**config.mk**
```make
export PLATFORM = sky130hd
export DESIGN_NAME = pong_io_bridge
export DESIGN_NICKNAME = d
export VERILOG_FILES = /design/src/rtl/pong_io_pkg.sv /design/src/rtl/sync_2ff.sv /design/src/rtl/pong_io_bridge.sv
export SDC_FILE = /design/constraint.sdc
export NUM_CORES = 1
export LEC_CHECK = 0
export CORE_UTILIZATION = 49
export DETAILED_ROUTE_END_ITERATION = 8
export PLACE_DENSITY = 0.81
export SYNTH_ARGS = -nofsm -noshare
export SYNTH_HDL_FRONTEND = slang
export SYNTH_SLANG_ARGS = --single-unit
```
**constraint.sdc**
```tcl
create_clock -name clk -period 3.15 [get_ports clk]
set_input_delay 0.945 -clock clk [delete_from_list [all_inputs] [get_ports clk]]
set_output_delay 0.945 -clock clk [all_outputs]
set_load 0.005 [all_outputs]
```
**src/rtl/pong_io_pkg.sv**
```systemverilog
// pong_io_pkg: definitions shared by the pong I/O bridge files.
//   state_t        - bridge FSM states.
//   DEF_INPUT_ADDR - default mailbox address that receives the button word.
//   DEF_OBJ_BASE   - default address of the first game-object word.
//   NUM_OBJ        - number of game-object words in the snapshot.
//   BALL_X..PAD_R  - object indices. The word address is OBJ_BASE + index.
package pong_io_pkg;

  typedef enum logic [2:0] {
    ST_IDLE,
    ST_WR_IN,
    ST_RD0,
    ST_RD1,
    ST_RD2,
    ST_RD3,
    ST_RD_LAST,
    ST_COMMIT
  } state_t;

  localparam logic [15:0] DEF_INPUT_ADDR = 16'h00F0;
  localparam logic [15:0] DEF_OBJ_BASE   = 16'h00F4;

  localparam int NUM_OBJ = 4;
  localparam int BALL_X  = 0;
  localparam int BALL_Y  = 1;
  localparam int PAD_L   = 2;
  localparam int PAD_R   = 3;

endpackage

```
**src/rtl/sync_2ff.sv**
```systemverilog
// sync_2ff: two-flop synchronizer for asynchronous level inputs.
//   clk  - destination clock
//   srst - synchronous active-high reset; clears both stages
//   d    - asynchronous input vector (WIDTH bits)
//   q    - synchronized output, two clk cycles behind d
module sync_2ff #(
  parameter int WIDTH = 1
) (
  input  logic             clk,
  input  logic             srst,
  input  logic [WIDTH-1:0] d,
  output logic [WIDTH-1:0] q
);

  logic [WIDTH-1:0] meta_reg;
  logic [WIDTH-1:0] sync_reg;

  always_ff @(posedge clk) begin
    if (srst) begin
      meta_reg <= '0;
      sync_reg <= '0;
    end else begin
      meta_reg <= d;
      sync_reg <= meta_reg;
    end
  end

  assign q = sync_reg;

endmodule

```
**src/rtl/pong_io_bridge.sv**
```systemverilog
// pong_io_bridge: a master on BRAM port B that exchanges data with the game
// software once per video frame.
// On each accepted frame_tick it writes the synchronized button word to
// INPUT_ADDR. It then reads the four object words at OBJ_BASE..OBJ_BASE+3 and
// publishes all four together as a snapshot for the renderer.
// Ports:
//   clk, reset        - clock, synchronous active-high reset
//   frame_tick        - one-cycle pulse per frame
//   buttons[3:0]      - raw asynchronous buttons {r_dn, r_up, l_dn, l_up}
//   q_b               - BRAM port B read data (one cycle after address)
//   addr_b/data_b/we_b- BRAM port B address, write data, write enable
//   ball_x..paddle_r  - snapshot words. They change only together.
//   frame_valid       - one-cycle pulse in the cycle the snapshot updates
//   busy              - high while a frame transaction is in progress
//   overrun           - sticky: a frame_tick arrived while not idle
module pong_io_bridge
  import pong_io_pkg::*;
#(
  parameter int                DATA_W     = 16,
  parameter int                ADDR_W     = 16,
  parameter logic [ADDR_W-1:0] INPUT_ADDR = ADDR_W'(DEF_INPUT_ADDR),
  parameter logic [ADDR_W-1:0] OBJ_BASE   = ADDR_W'(DEF_OBJ_BASE)
) (
  input  logic              clk,
  input  logic              reset,
  input  logic              frame_tick,
  input  logic [3:0]        buttons,
  input  logic [DATA_W-1:0] q_b,
  output logic [ADDR_W-1:0] addr_b,
  output logic [DATA_W-1:0] data_b,
  output logic              we_b,
  output logic [DATA_W-1:0] ball_x,
  output logic [DATA_W-1:0] ball_y,
  output logic [DATA_W-1:0] paddle_l,
  output logic [DATA_W-1:0] paddle_r,
  output logic              frame_valid,
  output logic              busy,
  output logic              overrun
);

  // Object addresses wrap modulo 2^ADDR_W because the sum is ADDR_W bits wide.
  localparam logic [ADDR_W-1:0] ADDR_BALL_X = OBJ_BASE + ADDR_W'(BALL_X);
  localparam logic [ADDR_W-1:0] ADDR_BALL_Y = OBJ_BASE + ADDR_W'(BALL_Y);
  localparam logic [ADDR_W-1:0] ADDR_PAD_L  = OBJ_BASE + ADDR_W'(PAD_L);
  localparam logic [ADDR_W-1:0] ADDR_PAD_R  = OBJ_BASE + ADDR_W'(PAD_R);

  logic [3:0] btn_sync;

  sync_2ff #(
    .WIDTH(4)
  ) u_btn_sync (
    .clk (clk),
    .srst(reset),
    .d   (buttons),
    .q   (btn_sync)
  );

  state_t            state_reg;
  logic [ADDR_W-1:0] addr_b_reg;
  logic [DATA_W-1:0] data_b_reg;
  logic              we_b_reg;
  logic              frame_valid_reg;
  logic              busy_reg;
  logic              overrun_reg;
  logic [DATA_W-1:0] shadow_reg [NUM_OBJ];
  logic [DATA_W-1:0] snap_reg   [NUM_OBJ];

  // Every output is registered. The values assigned on an edge belong to the
  // state being entered. Because of this, addr_b leads the matching q_b by
  // one state: the word addressed in RDk arrives while the FSM is in RDk+1.
  always_ff @(posedge clk) begin
    if (reset) begin
      state_reg       <= ST_IDLE;
      addr_b_reg      <= '0;
      data_b_reg      <= '0;
      we_b_reg        <= 1'b0;
      frame_valid_reg <= 1'b0;
      busy_reg        <= 1'b0;
      overrun_reg     <= 1'b0;
      for (int i = 0; i < NUM_OBJ; i++) begin
        shadow_reg[i] <= '0;
        snap_reg[i]   <= '0;
      end
    end else begin
      we_b_reg        <= 1'b0;
      data_b_reg      <= '0;
      frame_valid_reg <= 1'b0;

      // A tick in any state other than IDLE is dropped, including a tick
      // during COMMIT.
      if (frame_tick && (state_reg != ST_IDLE)) begin
        overrun_reg <= 1'b1;
      end

      case (state_reg)
        ST_IDLE: begin
          if (frame_tick) begin
            state_reg  <= ST_WR_IN;
            addr_b_reg <= INPUT_ADDR;
            data_b_reg <= DATA_W'(btn_sync);
            we_b_reg   <= 1'b1;
            busy_reg   <= 1'b1;
          end
        end
        ST_WR_IN: begin
          state_reg  <= ST_RD0;
          addr_b_reg <= ADDR_BALL_X;
        end
        ST_RD0: begin
          state_reg  <= ST_RD1;
          addr_b_reg <= ADDR_BALL_Y;
        end
        ST_RD1: begin
          state_reg          <= ST_RD2;
          addr_b_reg         <= ADDR_PAD_L;
          shadow_reg[BALL_X] <= q_b;
        end
        ST_RD2: begin
          state_reg          <= ST_RD3;
          addr_b_reg         <= ADDR_PAD_R;
          shadow_reg[BALL_Y] <= q_b;
        end
        ST_RD3: begin
          state_reg         <= ST_RD_LAST;
          shadow_reg[PAD_L] <= q_b;
        end
        ST_RD_LAST: begin
          // The last word is forwarded straight from q_b. This lets all four
          // snapshot words change on the same edge that enters COMMIT.
          state_reg         <= ST_COMMIT;
          shadow_reg[PAD_R] <= q_b;
          snap_reg[BALL_X]  <= shadow_reg[BALL_X];
          snap_reg[BALL_Y]  <= shadow_reg[BALL_Y];
          snap_reg[PAD_L]   <= shadow_reg[PAD_L];
          snap_reg[PAD_R]   <= q_b;
          frame_valid_reg   <= 1'b1;
        end
        ST_COMMIT: begin
          state_reg <= ST_IDLE;
          busy_reg  <= 1'b0;
        end
        default: begin
          state_reg <= ST_IDLE;
          busy_reg  <= 1'b0;
        end
      endcase
    end
  end

  assign addr_b      = addr_b_reg;
  assign data_b      = data_b_reg;
  assign we_b        = we_b_reg;
  assign frame_valid = frame_valid_reg;
  assign busy        = busy_reg;
  assign overrun     = overrun_reg;
  assign ball_x      = snap_reg[BALL_X];
  assign ball_y      = snap_reg[BALL_Y];
  assign paddle_l    = snap_reg[PAD_L];
  assign paddle_r    = snap_reg[PAD_R];

endmodule
```
* Word-level counts from Yosys, hierarchy flattened *
Memories as Yosys holds them, arrays and structs flattened.
Cells that the tools add are included.

operators by class
  add/subtract/negate cells = 0
  multiply operators = 0
  div/mod/pow operators = 0
  order comparisons = 0
  equality and inequality tests = 8
  shift-type cells = 0
  multiplexer cells = 29
  bitwise operators = 10
  reductions and logical operators = 9

operators by type and width
  kind                                           count
  2-to-1 mux 16 bit                              9
  case mux 16 bit (5 select lines)               1
  case mux 3 bit (8 select lines)                1
  2-to-1 mux 1 bit                               16
  == test 3 bit, second input constant           4
  OR 1 bit                                       8
  == test 3 x 2 -> 1 bit, second input constant  2
  nonzero test 5 bit                             1
  AND reduction 2 bit                            2
  == test 3 x 1 -> 1 bit, second input constant  1
  zero test 3 bit                                1
  2-to-1 mux 3 bit                               1
  nonzero test 3 bit                             1
  OR reduction 3 bit                             1
  != test 2 bit, second input constant           1
  inverter 1 bit                                 2
  case mux 1 bit (2 select lines)                1
  nonzero test 2 bit                             1
  OR reduction 2 bit                             1
  logical AND 1 bit                              1

storage, ports and cells
  register bits = 47
  bits in latches = 0
  memory bits (writable) = 128
  ROM bits = 0
  bits of input ports = 23
  word-level logic and storage cells = 68
  memories = 2

memory list
  name        depth  bits a word  read ports  clocked after memory_dff  wr ports  line                  source
  shadow_reg  4      16           3           0                         4         pong_io_bridge.sv:65  logic [DATA_W-1:0] shadow_reg [NUM_OBJ];
  snap_reg    4      16           4           0                         4         pong_io_bridge.sv:66  logic [DATA_W-1:0] snap_reg [NUM_OBJ];

* Longest topological paths before layout *
Gate-level depths: netlist (run 1).

  depth after elaboration = 5
  mapped depth = 5
  depth with buffers taken out = 3

* By module *
From an unflattened synthesis (run 1), not the netlist that was laid out.

unflattened totals
  cells, all modules = 345
  area, all modules = 5159.9 µm²

modules (own cells, without submodules)
  module          instances  cells an instance  area each (µm²)  sequential area each (µm²)
  pong_io_bridge  1          329                4949.7           3663.5
  sync_2ff        1          16                 210.2            160.2

* Worst setup path before layout (run 1) *
No wires, ideal clock.

  path type = input port to flip-flop
  start = input port reset
  end = memory snap_reg[0][0] (enable)
  setup time = 0.398 ns
  arrival time = 2.356 ns
  required time = 2.752 ns
  setup slack = 0.396 ns
  stages = 3
  path buffers = 2
  cells stage by stage = buf_2 > buf_1 > a31o_2

RTL lines
  item             line                  source
  start, declared  pong_io_bridge.sv:25  input logic reset,
  end, declared    pong_io_bridge.sv:66

==> results.cfg, run 1 <==
[status]
status = finished clean

[worst_setup_path]
reg2reg_from = state_reg[2]$_SDFFE_PP0P_
crit_chain = clkdlybuf4s50_1
worst-path-buf-inv = 1
regToRegEndpoint = shadow_reg[0][20]$_SDFFCE_PN0P_
critPathArrivalTime_ns = 1.42
critical_path.startpoint_type = flop
crit_family = buffers and inverters
critPathRequiredTime_ns = 2.20
worst-setup-path-type = reg2out
crit_fanout = 5
crit_path_top_delay_cell = clkdlybuf4s50_1
critical_path.max_stage_delay_ns = 0.53
rr_worst_depth = 3
r2r_setup_slack_ns = 1.18
cp-end-kind = output pin

[timing]
worst_pin_slew_ns = 0.8427
max_slew_margin = 0.4351
slew_viol_final = 0
final_hold_viol_count = 0
fin_crit_sh = 0.7503
period_needed_ns = 2.363
clock_skew_ns = 0.007991
report.final.setup_viol = 0
fin_tns_setup_ns = 0
holdWs_ns = 0.4376
grt_setup_unrepaired = no
fmax_ghz = 0.4231

[floorplan]
pin_count = 123
initial_core_util = 0.5035
rows = 37
core_sq_mm = 0.01028
die_h_microns = 104.8
die_area_sq_mm = 0.01098
die_width_microns = 104.8

[global_route]
grt_pass1_vias = 2736
grt_pass1_wl_microns = 14300
grt-ovfl-total = 0
grt_max_degree = 48
antenna_found_initial = 0
grt_usage = 0.1754

[route]
finalWirelength_microns = 9227
drt_first_pass_iters = 5
ant_nets = 0
routedWlPerCell_microns = 15.33
vias = 2844
drt_iter0_drc = 113
drc = 0
vias_per_cell = 4.724

[placed_design]
post-dp-hpwl_microns = 5942
io_buffers = 101
placedCellCount = 570
place.gp.congestion = 0.7727

[cells_and_area]
ff_latch_area_sq_mm = 0.003824
stdcell_count = 602
finish.utilization = 0.6641
multi_input_area_sq_mm = 0.001135
diodes = 0
drive_above_1_share = 0.09657
largest_reg_flops = 64
fillerInstances = 702
final_net_count = 476
synthToLayoutAreaGrowth_pct = 31.89

[yosys]
yosysUniqueCellTypes = 34
synthFlopType = edfxtp_1
syn-instance-count = 345
ys_seq_area_frac = 0.7389
async_flop_share = 0
ys_ff_latch = 135
synth_most_common_cell = and2_1
ys_warn_count = 0
synth-edff-count = 112
synth_area_leader_cell = edfxtp_1
synthTopCellsByArea = edfxtp_1 65%, and2_1 14%, dfxtp_1 8.9%
synth_commonest_cells = 113 x and2_1, 112 x edfxtp_1, 25 x buf_4, 23 x dfxtp_1, 10 x nor2b_1
synth_top_area_share = 0.6499
syn-cell-area_sq_mm = 0.005175
syn_avg_cell_area_sq_um = 15.00

[clock_tree]
clockBufferDepth = 2
cts.htree.levels = 4
cts_tree = yes
cts_buffers = 17
hold_buffers = 0
clock_latency_ns = 0.50
cts.sinks = 135
clk_pin_slew_ns = 0.06
ctsResizeCount = 0
root_buffer = clkbuf_8
post_cts_buffers = 0

[flow_run]
cap_violations = 0

[hold_path]
worstHoldStart = u_btn_sync.meta_reg[0]$_SDFF_PP0_
hold-path-cell-count = 1
min_to = u_btn_sync.q[0]$_SDFF_PP0_
hold_path.class = reg2reg

[power]
vdd.ir_drop.worst_mv = 0.3745
p_leak_uw = 0.002597
powerDensity_mw_per_mm2 = 628.3
[routing by layer]
metal | vias up | track usage | part of all wire
li1 | 1358 | - | -
met1 | 1354 | 0.2077 | 0.42
met2 | 117 | 0.2904 | 0.50
met3 | 15 | 0.05614 | 0.059
met4 | 0 | 0.08350 | 0.021
met5 | - | 0 | 0
[power breakdown]
part	internal (uW)	switching (uW)	leakage [uW]
Combinational	139	111	0.000961
Clock	1270	709	0.000289
Sequential	2010	41.8	0.00135
Total	3430	862	0.00260
[kinds of logic after synthesis]
group	count (synthesis)	synth area share
xor gates and xnor gates	1	0.001693
other	1	0.0007246
AOI/OAI and AO/OA	16	0.01910
buffers and inverters	43	0.05754
DFF	135	0.7389
and+or+nand+nor	149	0.1821
[placed cells by master (no fill, tap or decap), drive strengths merged]
cell type,instances
or4,1
o31ai,1
nand3b,1
nand2b,2
nand2,3
buf,9
a31oi,1
nor3b,1
clkdlybuf4s50,101
a21oi,5
inv,3
nor2b,10
o21ai,4
clkbuf,17
nor3,4
a211oi,1
xnor2,1
a2111oi,1
clkinv,7
or3,1
bufinv,4
a31o,1
o21bai,2
conb,21
nand3,1
nor4,1
edfxtp,112
dfxtp,23
nor4b,1
or2,1
and2,113
nor2,5
clkinvlp,3
and3,4
[cell type report]
| class | instances | area share |
|---|---|---|
| inverter | 2 | 0.001100 |
| clock inverter | 15 | 0.02695 |
| tap | 136 | 0.02493 |
| clock buffer | 17 | 0.06068 |
| multi-input combinational | 187 | 0.1663 |
| sequential | 135 | 0.5602 |
| timing repair buffer | 110 | 0.1599 |
[how the worst max path moves through the flow]
stage / start / end / cells after the start
2_1_floorplan: reset / snap_reg[0][0]$_SDFFCE_PN0P_ / 3
3_3_place_gp: reset / shadow_reg[0][2]$_SDFFCE_PN0P_ / 4
3_5_place_dp: reset / shadow_reg[0][19]$_SDFFCE_PN0P_ / 4
4_1_cts: addr_b[6]$_SDFFE_PP0P_ / addr_b[5] / 1
5_1_grt: addr_b[6]$_SDFFE_PP0P_ / addr_b[5] / 1
6_report: addr_b[6]$_SDFFE_PP0P_ / addr_b[4] / 1
[stage by stage]
step	worst slack, ns	total power (uW)	cell area (sq um)
floorplan	0.3960	2199	5250
global placement	0.6470	2333	6227
detailed placement	0.5701	2343	6227
CTS	0.7419	4318	6825
global route	0.7229	4406	6825
finish	0.7867	4289	6825
No activity file was read; power rests on OpenSTA's default activity.
==> run 2, diff against run 1 <==
--- a/config.mk
+++ b/config.mk
@@ -5,9 +5,9 @@
 export SDC_FILE = /design/constraint.sdc
 export NUM_CORES = 1
 export LEC_CHECK = 0
-export CORE_UTILIZATION = 49
+export CORE_UTILIZATION = 45
 export DETAILED_ROUTE_END_ITERATION = 8
-export PLACE_DENSITY = 0.81
+export PLACE_DENSITY = 0.78
 export SYNTH_ARGS = -nofsm -noshare
 export SYNTH_HDL_FRONTEND = slang
 export SYNTH_SLANG_ARGS = --single-unit
==> constraint.sdc (replaced) <==
create_clock -name clk -period 2 [get_ports clk]
set_input_delay 0.6 -clock clk [delete_from_list [all_inputs] [get_ports clk]]
set_output_delay 0.6 -clock clk [all_outputs]
set_load 0.005 [all_outputs]
==> results.cfg, run 2 (synthesis gave the netlist of run 1 again) <==
[cells_and_area]
fillerInstances = 807
largest_reg_flops = 64
final_cell_mix = 113 x and2_1, 112 x edfxtp_1, 101 x clkdlybuf4s50_1
finish.utilization = 0.6275
final_common_cell = and2_1
final_net_count = 481
synthToLayoutAreaGrowth_pct = 33.75
drive_above_1_share = 0.09979
diodes = 0

[timing]
fmax_ghz = 0.5242
fin_crit_sh = 0.9539
report.final.setup_viol = 0
grt_setup_unrepaired = no
fin_tns_setup_ns = 0
setup_ws_ns = 0.09223
max_slew_margin = 0.4422
final_hold_viol_count = 0
period_needed_ns = 1.908
worst_pin_slew_ns = 0.8322
clock_skew_ns = 0.01427
slew_viol_final = 0

[status]
status = finished clean

[route]
vias_per_cell = 4.648
finalWirelength_microns = 8812
wl_met1_microns = 3534
top_layer_used = met4
routedWlPerCell_microns = 14.42
wl_met2_microns = 4558
drc = 0
drt_first_pass_iters = 4
ant_nets = 0
drt_iter0_drc = 171
vias = 2840
route.met3.wl_microns = 654

[worst_setup_path]
crit_family = buffers and inverters
regToRegEndpoint = shadow_reg[0][27]$_SDFFCE_PN0P_
critical_path.startpoint_type = flop
reg2reg_from = state_reg[0]$_SDFFE_PP0P_
crit_fanout = 5
critPathArrivalTime_ns = 1.31
critPathRequiredTime_ns = 1.40
rr_worst_depth = 3
crit_path_top_delay_cell = clkdlybuf4s50_1
worst-setup-path-type = reg2out
cp-end-kind = output pin
critical_path.max_stage_delay_ns = 0.52
crit_chain = clkdlybuf4s50_1
r2r_setup_slack_ns = 0.28
worst-path-buf-inv = 1

[power]
p_switching_uw = 1302
vdd.ir_drop.worst_mv = 0.6069
powerDensity_mw_per_mm2 = 963.9
internal-power_uw = 5370
p_seq_frac = 0.483
p_sw_frac = 0.1951
p_clk_frac = 0.451
pwr-share-comb = 0.066
p_leak_uw = 0.002637

[global_route]
grt_pass1_vias = 2679
grt_pass1_wl_microns = 13470
grt-ovfl-total = 0
antenna_found_initial = 0
grt_usage = 0.1585
grt_max_degree = 49

[placed_design]
place_ws_ns = -0.2566
io_buffers = 101
place.gp.congestion = 0.7254
post-dp-hpwl_microns = 5892

[clock_tree]
cts.sinks = 135
cts_buffers = 17
root_buffer = clkbuf_16
cts_tree = yes
hold_buffers = 0
clk_pin_slew_ns = 0.06
ctsResizeCount = 0
cts.htree.levels = 4
clock_latency_ns = 0.41
post_cts_buffers = 0
clockBufferDepth = 2

[hold_path]
worstHoldStart = u_btn_sync.meta_reg[3]$_SDFF_PP0_
min_to = u_btn_sync.q[3]$_SDFF_PP0_
hold_path.class = reg2reg
hold-path-cell-count = 1

[floorplan]
pin_count = 123
die_width_microns = 109.2
core_sq_mm = 0.01103
rows = 38
initial_core_util = 0.4691
die_h_microns = 109.2
die_area_sq_mm = 0.01193

[flow_run]
cap_violations = 0
-- run 2: cell types whose count changed in the layout (fill, tap and decap cells not counted), sizes merged --
cell	previous run	this run
clkinv	7	4
inv	3	2
clkinvlp	3	2
buf	9	14
bufinv	4	3
clkbuf	17	23
-- run 2: power by group through the flow --
stage / registers (uW) / clock network [uW] / logic [uW]
floorplan: 3280 / 0 / 186
global placement: 3280 / 0 / 433
detailed placement: 3280 / 0 / 440
CTS: 3220 / 3050 / 443
global route: 3230 / 3180 / 478
finish: 3220 / 3010 / 439
-- run 2: final cells by class --
class                      count  area (sq um)  area share
multi-input combinational    187          1147      0.1658
timing repair buffer         115          1191      0.1721
clock inverter                 9         128.9     0.01862
clock buffer                  23         447.9     0.06471
sequential                   135          3824      0.5524
inverter                       2         7.507    0.001085
tap                          140         175.2     0.02531
-- run 2: worst max-delay path by stage --
| stage | cells past startpoint | slack [ns] | to | start |
|---|---|---|---|---|
| 6_report | 1 | 0.09 | addr_b[5] | addr_b[6]$_SDFFE_PP0P_ |
| 5_1_grt | 1 | 0.03 | addr_b[4] | addr_b[6]$_SDFFE_PP0P_ |
| 4_1_cts | 1 | 0.06 | addr_b[5] | addr_b[6]$_SDFFE_PP0P_ |
| 3_5_place_dp | 3 | -0.26 | shadow_reg[0][27]$_SDFFCE_PN0P_ | reset |
| 3_3_place_gp | 3 | -0.16 | shadow_reg[0][26]$_SDFFCE_PN0P_ | reset |
| 2_1_floorplan | 3 | 0.03 | shadow_reg[0][16]$_SDFFCE_PN0P_ | reset |
-- run 2: per-stage QoR --
stage,total power (uW),hold WS [ns],instances,area (sq um)
3_3_place_gp,3708,0.4174,579,6345
4_1_cts,6718,0.4418,611,6922
6_report,6672,0.4376,611,6922
3_5_place_dp,3720,0.4287,579,6345
2_1_floorplan,3465,0.4138,365,5260
5_1_grt,6891,0.4666,611,6922
-- run 2: metal layers --
layer | track usage | up-vias
met5 | 0 | -
met4 | 0.06857 | 0
met3 | 0.06157 | 4
met2 | 0.2691 | 114
met1 | 0.1770 | 1355
li1 | - | 1367
==> run 3, diff against run 2 <==
--- a/config.mk
+++ b/config.mk
@@ -7,6 +7,7 @@
 export LEC_CHECK = 0
 export CORE_UTILIZATION = 45
 export DETAILED_ROUTE_END_ITERATION = 8
+export GPL_ROUTABILITY_DRIVEN = 0
 export PLACE_DENSITY = 0.78
 export SYNTH_ARGS = -nofsm -noshare
 export SYNTH_HDL_FRONTEND = slang
==> results of run 3 <==
Same layout as run 2: the final DEF is identical, and so are final timing and power.
